<file path="config.mk">
export PLATFORM = sky130hd
export DESIGN_NAME = regfile_write_arbiter
export DESIGN_NICKNAME = d
export VERILOG_FILES = /design/src/rtl/regfile_write_arbiter_pkg.sv /design/src/rtl/regfile_write_arbiter_starvation_counter.sv /design/src/rtl/regfile_write_arbiter.sv
export SDC_FILE = /design/constraint.sdc
export NUM_CORES = 1
export LEC_CHECK = 0
export ABC_AREA = 1
export CAP_MARGIN = 10
export CORE_ASPECT_RATIO = 0.6
export CORE_MARGIN = 10
export CORE_UTILIZATION = 36
export DETAILED_ROUTE_END_ITERATION = 12
export PLACE_DENSITY = 0.72
export SYNTH_ARGS = -nofsm -noshare
export SYNTH_HDL_FRONTEND = slang
export SYNTH_SLANG_ARGS = --single-unit
</file>
<file path="constraint.sdc">
create_clock -name CLK -period 1.2 [get_ports CLK]
set_input_delay 0.12 -clock CLK [delete_from_list [all_inputs] [get_ports CLK]]
set_output_delay 0.12 -clock CLK [all_outputs]
set_load 0.01 [all_outputs]
</file>
<file path="src/rtl/regfile_write_arbiter_pkg.sv">
// regfile_write_arbiter_pkg: shared source codes, register-zero address and arbiter state type
package regfile_write_arbiter_pkg;
  localparam logic SRC_MEM = 1'b0;
  localparam logic SRC_EX = 1'b1;
  localparam logic [4:0] REG_ZERO = 5'd0;
  typedef enum logic {PRIO_MEM, PRIO_EX} state_t;
endpackage

</file>
<file path="src/rtl/regfile_write_arbiter_starvation_counter.sv">
// starvation_counter: saturating wait counter, hit flags when the next count reaches MAX_WAIT
module starvation_counter #(
  parameter int MAX_WAIT = 4,
  parameter int CNT_W = 3
) (
  input  logic clk,
  input  logic rst_n,
  input  logic inc,
  input  logic clr,
  output logic hit
);
  localparam logic [CNT_W-1:0] MAX = CNT_W'(MAX_WAIT);
  logic [CNT_W-1:0] cnt, cnt_next;
  always_comb cnt_next = clr ? '0 : (inc && cnt != MAX) ? cnt + CNT_W'(1) : cnt;
  assign hit = cnt_next == MAX;
  always_ff @(posedge clk)
    if (!rst_n) cnt <= '0;
    else cnt <= cnt_next;
endmodule

</file>
<file path="src/rtl/regfile_write_arbiter.sv">
// regfile_write_arbiter: shares the register-file write port between MEM and EX writeback
module regfile_write_arbiter
  import regfile_write_arbiter_pkg::*;
#(
  parameter int MAX_WAIT = 4,
  parameter int CNT_W = 3
) (
  input  logic        CLK,
  input  logic        RST_N,
  input  logic        mem_valid,
  input  logic [4:0]  mem_addr,
  input  logic [31:0] mem_data,
  output logic        mem_ready,
  input  logic        ex_valid,
  input  logic [4:0]  ex_addr,
  input  logic [31:0] ex_data,
  output logic        ex_ready,
  output logic        reg_write,
  output logic [4:0]  A3,
  output logic [31:0] WD3,
  output logic        wb_src,
  output logic        ex_forced
);
  state_t state;
  logic same_addr, grant_mem, hit;
  logic [4:0] win_addr;
  // MEM is the older instruction, so it always wins a same-address clash
  assign same_addr = mem_valid && ex_valid && mem_addr == ex_addr;
  assign grant_mem = mem_valid && (!ex_valid || same_addr || state == PRIO_MEM);
  assign mem_ready = RST_N && grant_mem;
  assign ex_ready = RST_N && ex_valid && !grant_mem;
  assign ex_forced = state == PRIO_EX;
  assign win_addr = ex_ready ? ex_addr : mem_addr;
  starvation_counter #(.MAX_WAIT(MAX_WAIT), .CNT_W(CNT_W)) u_cnt (
    .clk(CLK),
    .rst_n(RST_N),
    .inc(ex_valid && !ex_ready),
    .clr(!ex_valid || ex_ready),
    .hit(hit)
  );
  always_ff @(posedge CLK)
    if (!RST_N) state <= PRIO_MEM;
    else if (state == PRIO_MEM) state <= hit ? PRIO_EX : PRIO_MEM;
    else state <= (ex_ready || !ex_valid) ? PRIO_MEM : PRIO_EX;
  always_ff @(posedge CLK)
    if (!RST_N) begin
      reg_write <= 1'b0;
      A3 <= '0;
      WD3 <= '0;
      wb_src <= SRC_MEM;
    end else if (mem_ready || ex_ready) begin
      reg_write <= win_addr != REG_ZERO;
      A3 <= win_addr;
      WD3 <= ex_ready ? ex_data : mem_data;
      wb_src <= ex_ready ? SRC_EX : SRC_MEM;
    end else reg_write <= 1'b0;
endmodule
</file>
==> flow_summary.yaml, run 1 <==
global_routing:
  grt_usage_pct: 14.0
  antenna_found_initial: 0
  grt_pass1_vias: 2491
  grt_max_degree: 37
  grt_pass1_wl_um: 12200
  gr-total-overflow: 0
place:
  dp_hpwl_um: 6100
  portBuffers: 119
  routabilityCongestion: 0.843
final_layout:
  n_fill_cell: 574
  drive_gt1_share_pct: 17.9
  n_antenna_cell: 0
  area_growth_pct: 77.5
  seq_area_um2: 865
  multi_input_area_mm2: 0.00123
  fin_util_pct: 67.5
  fin_nets: 610
logic_synthesis:
  netlist_area_mm2: 0.00238
  synthArstFlopShare_pct: 0
  ys_ff_latch: 43
  ys.warnings.count: 0
  yosysMostFrequentCell: "nand2_1"
  synthTopCellsByArea: "dfxtp_1 36%, nand2_1 21%, inv_1 14%, a21oi_1 7.6%, o21ai_1 7.2%"
  netlist_instances: 387
  synth_commonest_cells: "135 x nand2_1, 88 x inv_1, 43 x dfxtp_1"
  synth_edf_count: 0
  syn_nets: 467
  ys_seq_area_share_pct: 36.2
  ys.flop_type: "dfxtp_1"
  synth_top_area_share_pct: 36.2
  avgSynthCellArea_um2: 6.14
  synth_cell_types: 21
  synth_top_area_cell: "dfxtp_1"
detailed_routing:
  num_vias: 2722
  ant_nets: 0
  drtIter0Drc: 151
  wl_um: 8380
  drcViolationCount: 0
  routedWlPerCell_um: 13.6
  via_per_inst: 4.43
  drt_pass1_iterations: 4
setup_path:
  criticalPathCategory: "register to register"
  worst-path-max-fanout: 11
  start_kind: "register"
  end_kind: "register"
  arrival_ns: 1.70
  ff2ff_setup_slack_ns: -0.26
  cp_data_required_time_ns: 1.44
floorplanning:
  die_height_um: 82.9
  die_area_mm2: 0.0104
  ioPinCount: 120
  die_w_um: 125
  coreArea_mm2: 0.00625
  core.rowCount: 22
  start_util_pct: 38.0
sta:
  maxSlewHeadroom_pct: 67.6
  setup_viol: 42
  period_minus_slack_ns: 1.46
  fmax_mhz: 683
  worst_pin_slew_ns: 0.486
  rsz0062_at_grt: "yes"
  setup_tns_ns: -9.23
  period_share_pct: 122
  slew_violations: 0
  finalClockSkew_ns: 0.00418
  worst_slack_ns: -0.264
  hold_slack_ns: 0.359
  hold_viol: 0
pwr:
  powerDensity_mw_per_mm2: 881
  leakagePower_nw: 2.32
  power_mw: 3.72
  peakVddDrop_mv: 0.495
cts:
  cts_buffers: 5
  cts_root_buf: "clkbuf_8"
  htreeDepth: 2
  cts_tree: "done"
  cts_max_path_buffers: 2
  clock-sinks: 43
  clkTransAtPathRegs_ns: 0.08
  clk-insertion-delay-late_ns: 0.29
  ctsHoldBuffers: 0
outcome:
  violations: "negative setup slack"
  status: "finished with violations"
job:
  cap_violations: 0
hold_path:
  hold_class: "input port to register"
## sequential cells by signal, indices dropped and copies added (netlist names)
name / count
ex_forced: 1
WD3: 32
reg_write: 1
wb_src: 1
A3: 5
u_cnt.cnt: 3
## worst paths after layout
| path | from | to | cells after the start |
|---|---|---|---|
| setup / recovery | ex_forced$_SDFF_PN0_ | A3[4]$_SDFFE_PN0N_ | 12 |
| hold / removal | ex_valid | ex_forced$_SDFF_PN0_ | 5 |
| setup reg to reg | ex_forced$_SDFF_PN0_ | A3[4]$_SDFFE_PN0N_ | 12 |
| hold reg to reg | wb_src$_SDFFE_PN0N_ | wb_src$_SDFFE_PN0N_ | 2 |
## cells by family after synthesis
family                     share of synthesized area [%]
buffers and inverters                               19.7
AOI/OAI and AO/OA                                   16.5
xor gates and xnor gates                           0.737
adders and majority gates                           1.05
DFF                                                 36.2
and+or+nand+nor                                     25.7
## report_power, final
part	internal [mW]	leakage [nW]	switching, mW	total [mW]
clock network	0.409	0.0422	0.473	0.882
registers	1.54	0.358	0.0525	1.60
logic	0.667	1.92	0.571	1.24
## stage by stage
step	setup slack [ns]	cell area (um2)	cells
after detailed placement	-0.789	3750	592
final	-0.264	4220	615
after global placement	-0.735	3750	592
after global routing	-0.359	4220	615
after CTS	-0.244	3910	607
after floorplan	-0.106	2400	387
## critical path, cell delays in order, from the launching register on
cell	delay [ns]
dfxtp_2	0.34
nand2_2	0.05
inv_2	0.06
nand2_2	0.06
nand2_4	0.12
nor2_8	0.04
nor2_4	0.19
buf_12	0.15
buf_16	0.14
nand2_4	0.04
o21ai_1	0.08
nand2_1	0.09
inv_1	0.06
## area by class of cell
cell class	count	area share, %
Tap cell	84	2.49
Clock inverter	1	0.119
Inverter	91	8.16
Sequential cell	43	20.5
Timing Repair Buffer	155	37.8
Clock buffer	7	1.81
Multi-Input combinational cell	234	29.1
## cells in the final DEF, fill, tap and decap left out, drive strengths merged
cell type      instances
nand2                137
inv                   91
clkdlybuf4s50         66
dlygate4sd2           47
dfxtp                 43
o21ai                 41
a21oi                 36
buf                   35
clkbuf                10
nor2                   7
nand3                  7
clkdlybuf4s15          3
ha                     2
xnor2                  1
xor2                   1
nand3b                 1
o211ai                 1
clkinv                 1
dlymetal6s2s           1
## repair_timing
item | CTS | global route
buffers inserted | 7 | 6
cloned | 1 | 4
resized for setup | 83 | 48
pin swaps | 16 | 24
setup endpoints to repair | 85 | 45
## per-layer routing
layer / global-route usage, % / up-vias / wire (um)
met2: 21.9 / 90 / 3820
met5: 0 / - / 0
li1: - / 1438 / -
met4: 2.48 / 0 / 24
met3: 6.28 / 2 / 776
met1: 17.5 / 1192 / 3760
Power figures use the tool's default switching activity.
==> run 2, diff against run 1 <==
--- a/config.mk
+++ b/config.mk
@@ -6,12 +6,11 @@
 export NUM_CORES = 1
 export LEC_CHECK = 0
 export ABC_AREA = 1
-export CAP_MARGIN = 10
 export CORE_ASPECT_RATIO = 0.6
 export CORE_MARGIN = 10
 export CORE_UTILIZATION = 36
 export DETAILED_ROUTE_END_ITERATION = 12
-export PLACE_DENSITY = 0.72
+export PLACE_DENSITY = 0.76
 export SYNTH_ARGS = -nofsm -noshare
 export SYNTH_HDL_FRONTEND = slang
 export SYNTH_SLANG_ARGS = --single-unit
==> run 2 against run 1 <==
The run still ends with negative setup slack left. Via count rose by 0.81%. Combinational power barely moved. Clock skew fell by 0.0019 ns. First-iteration DRC count fell by 26%. Final cell count did not move. Utilization rose by 0.70 points. Die area did not move. Setup slack got worse by 0.083 ns. Maximum frequency fell by 5.4%. Clock-buffer cell count rose by 1. Critical path type unchanged. Critical endpoint is now WD3[11]$_SDFFE_PN0N_. Largest power group unchanged.
==> flow_summary.yaml, run 2 (same netlist as run 1, synthesis figures left out) <==
outcome:
  status: "finished with violations"
  violations: "negative setup slack"
detailed_routing:
  routedWlPerCell_um: 14.3
  drcViolationCount: 0
  wl_um: 8770
  ant_nets: 0
  highest_layer: "met4"
  dr_wl_met3_um: 899
  via_per_inst: 4.46
  drt_pass1_iterations: 4
  met1Wirelength_um: 3870
  wl_met2_um: 3950
  drtIter0Drc: 111
  num_vias: 2744
floorplanning:
  core.rowCount: 22
  die_area_mm2: 0.0104
  coreArea_mm2: 0.00625
  die_height_um: 82.9
  ioPinCount: 120
  start_util_pct: 38.0
  die_w_um: 125
pwr:
  peakVddDrop_mv: 0.638
  combPwrFrac_pct: 32.6
  leakagePower_nw: 2.31
  switchingPower_mw: 1.11
  powerDensity_mw_per_mm2: 902
  power_frac_seq_pct: 41.5
  sw_frac_of_total_pct: 28.9
  power_mw: 3.85
  clockPowerShare_pct: 25.8
  p_int_mw: 2.73
cts:
  clk-insertion-delay-late_ns: 0.28
  ctsHoldBuffers: 0
  htreeDepth: 2
  cts_tree: "done"
  cts_root_buf: "clkbuf_8"
  cts_buffers: 5
  clkTransAtPathRegs_ns: 0.08
  cts_max_path_buffers: 2
  clock-sinks: 43
final_layout:
  regMostFlops: "WD3"
  fin_nets: 610
  multi_input_area_mm2: 0.00125
  largest_register_ffs: 32
  layout_commonest_cell: "nand2_1"
  final_cell_mix: "126 x nand2_1, 81 x inv_1, 66 x clkdlybuf4s50_1, 45 x dlygate4sd2_1, 40 x dfxtp_1"
  seq_area_um2: 865
  area_growth_pct: 79.3
  final_area_mm2: 0.00426
  n_antenna_cell: 0
  reg_top3: "WD3 x32, A3 x5, u_cnt.cnt x3"
  drive_gt1_share_pct: 20.5
  n_fill_cell: 570
sta:
  maxSlewHeadroom_pct: 69.2
  hold_slack_ns: 0.311
  worst_slack_ns: -0.347
  slew_violations: 0
  rsz0062_at_grt: "yes"
  finalClockSkew_ns: 0.00230
  fmax_mhz: 646
  setup_tns_ns: -12.85
  setup_viol: 44
  hold_viol: 0
  period_share_pct: 129
  worst_pin_slew_ns: 0.461
  period_minus_slack_ns: 1.55
job:
  cap_violations: 0
place:
  dp_hpwl_um: 6100
  pre_cts_slack_ns: -0.803
  portBuffers: 119
  place_area_mm2: 0.00375
  routabilityCongestion: 0.810
hold_path:
  hold_class: "input port to register"
global_routing:
  grt_pass1_wl_um: 12300
  gr-total-overflow: 0
  grt_usage_pct: 14.1
  grt_pass1_vias: 2501
  grt_max_degree: 37
  antenna_found_initial: 0
setup_path:
  arrival_ns: 1.73
  end_kind: "register"
  cp_data_required_time_ns: 1.39
  worst-path-max-fanout: 8
  criticalPathCategory: "register to register"
  start_kind: "register"
run 2: cell types whose count changed in the layout (fill, tap and decap cells not counted), sizes merged:
cell,previous run,this run
dlygate4sd2,47,45
clkbuf,10,14
buf,35,33
clkinv,1,0
bufbuf,0,1
run 2: path summary, 6_finish.rpt:
check                           cells past startpoint  slack [ns]                 start                   end
worst max-delay path                               12       -0.35  ex_forced$_SDFF_PN0_  WD3[11]$_SDFFE_PN0N_
worst min-delay path                                7        0.31           mem_addr[0]    A3[0]$_SDFFE_PN0N_
worst max register to register                     12       -0.35  ex_forced$_SDFF_PN0_  WD3[11]$_SDFFE_PN0N_
worst min register to register                      2        0.47   wb_src$_SDFFE_PN0N_   wb_src$_SDFFE_PN0N_
run 2: repair_timing:
item                                    4_1_cts  5_1_grt
endpoints found under the setup margin       85       45
cloned                                        2        5
pin swaps                                    12       24
setup buffers                                 3        5
resized for setup                            80       63
run 2: final cells by class:
type	count	share of cell area, %
timing repair buffer	155	37.3
tap	84	2.47
sequential	43	20.3
clock buffer	8	2.35
inverter	91	8.25
multi-input combinational	234	29.4
run 2: critical path, stage by stage, from the launching register on:
cell and delay (ns):
dfxtp_2 0.34, nand2_2 0.05, inv_2 0.05, nand2_2 0.07, nand2_4 0.13, buf_12 0.12
nor2_8 0.03, nor2_4 0.12, buf_12 0.16, clkbuf_16 0.16, a21oi_1 0.06, o21ai_1 0.10
inv_1 0.05
run 2: power by group through the flow:
stage,Combinational [mW],Clock [mW],Sequential [mW]
floorplan,0.436,0,1.69
global placement,1.08,0,1.63
detailed placement,1.11,0,1.63
CTS,1.07,1.03,1.60
global route,1.37,1.08,1.61
finish,1.25,0.994,1.60
run 2: stage by stage:
| step | util, % | cells |
|---|---|---|
| final | 68.2 | 615 |
| after global routing | 68.2 | 615 |
| after CTS | 62.6 | 605 |
| after detailed placement | 60.0 | 592 |
| after global placement | 60.0 | 592 |
| after floorplan | - | 387 |
run 2: per-layer routing:
layer,vias up,track usage [%]
met2,97,21.2
met3,4,7.49
li1,1435,-
met5,-,0
met1,1208,17.6
met4,0,2.28
==> run 3, diff against run 2 <==
--- a/config.mk
+++ b/config.mk
@@ -9,6 +9,8 @@
 export CORE_ASPECT_RATIO = 0.6
 export CORE_MARGIN = 10
 export CORE_UTILIZATION = 36
+export CTS_CLUSTER_DIAMETER = 200
+export CTS_CLUSTER_SIZE = 14
 export DETAILED_ROUTE_END_ITERATION = 12
 export PLACE_DENSITY = 0.76
 export SYNTH_ARGS = -nofsm -noshare
==> results of run 3 <==
Same layout as run 2: the final DEF is identical, and so are final timing and power.
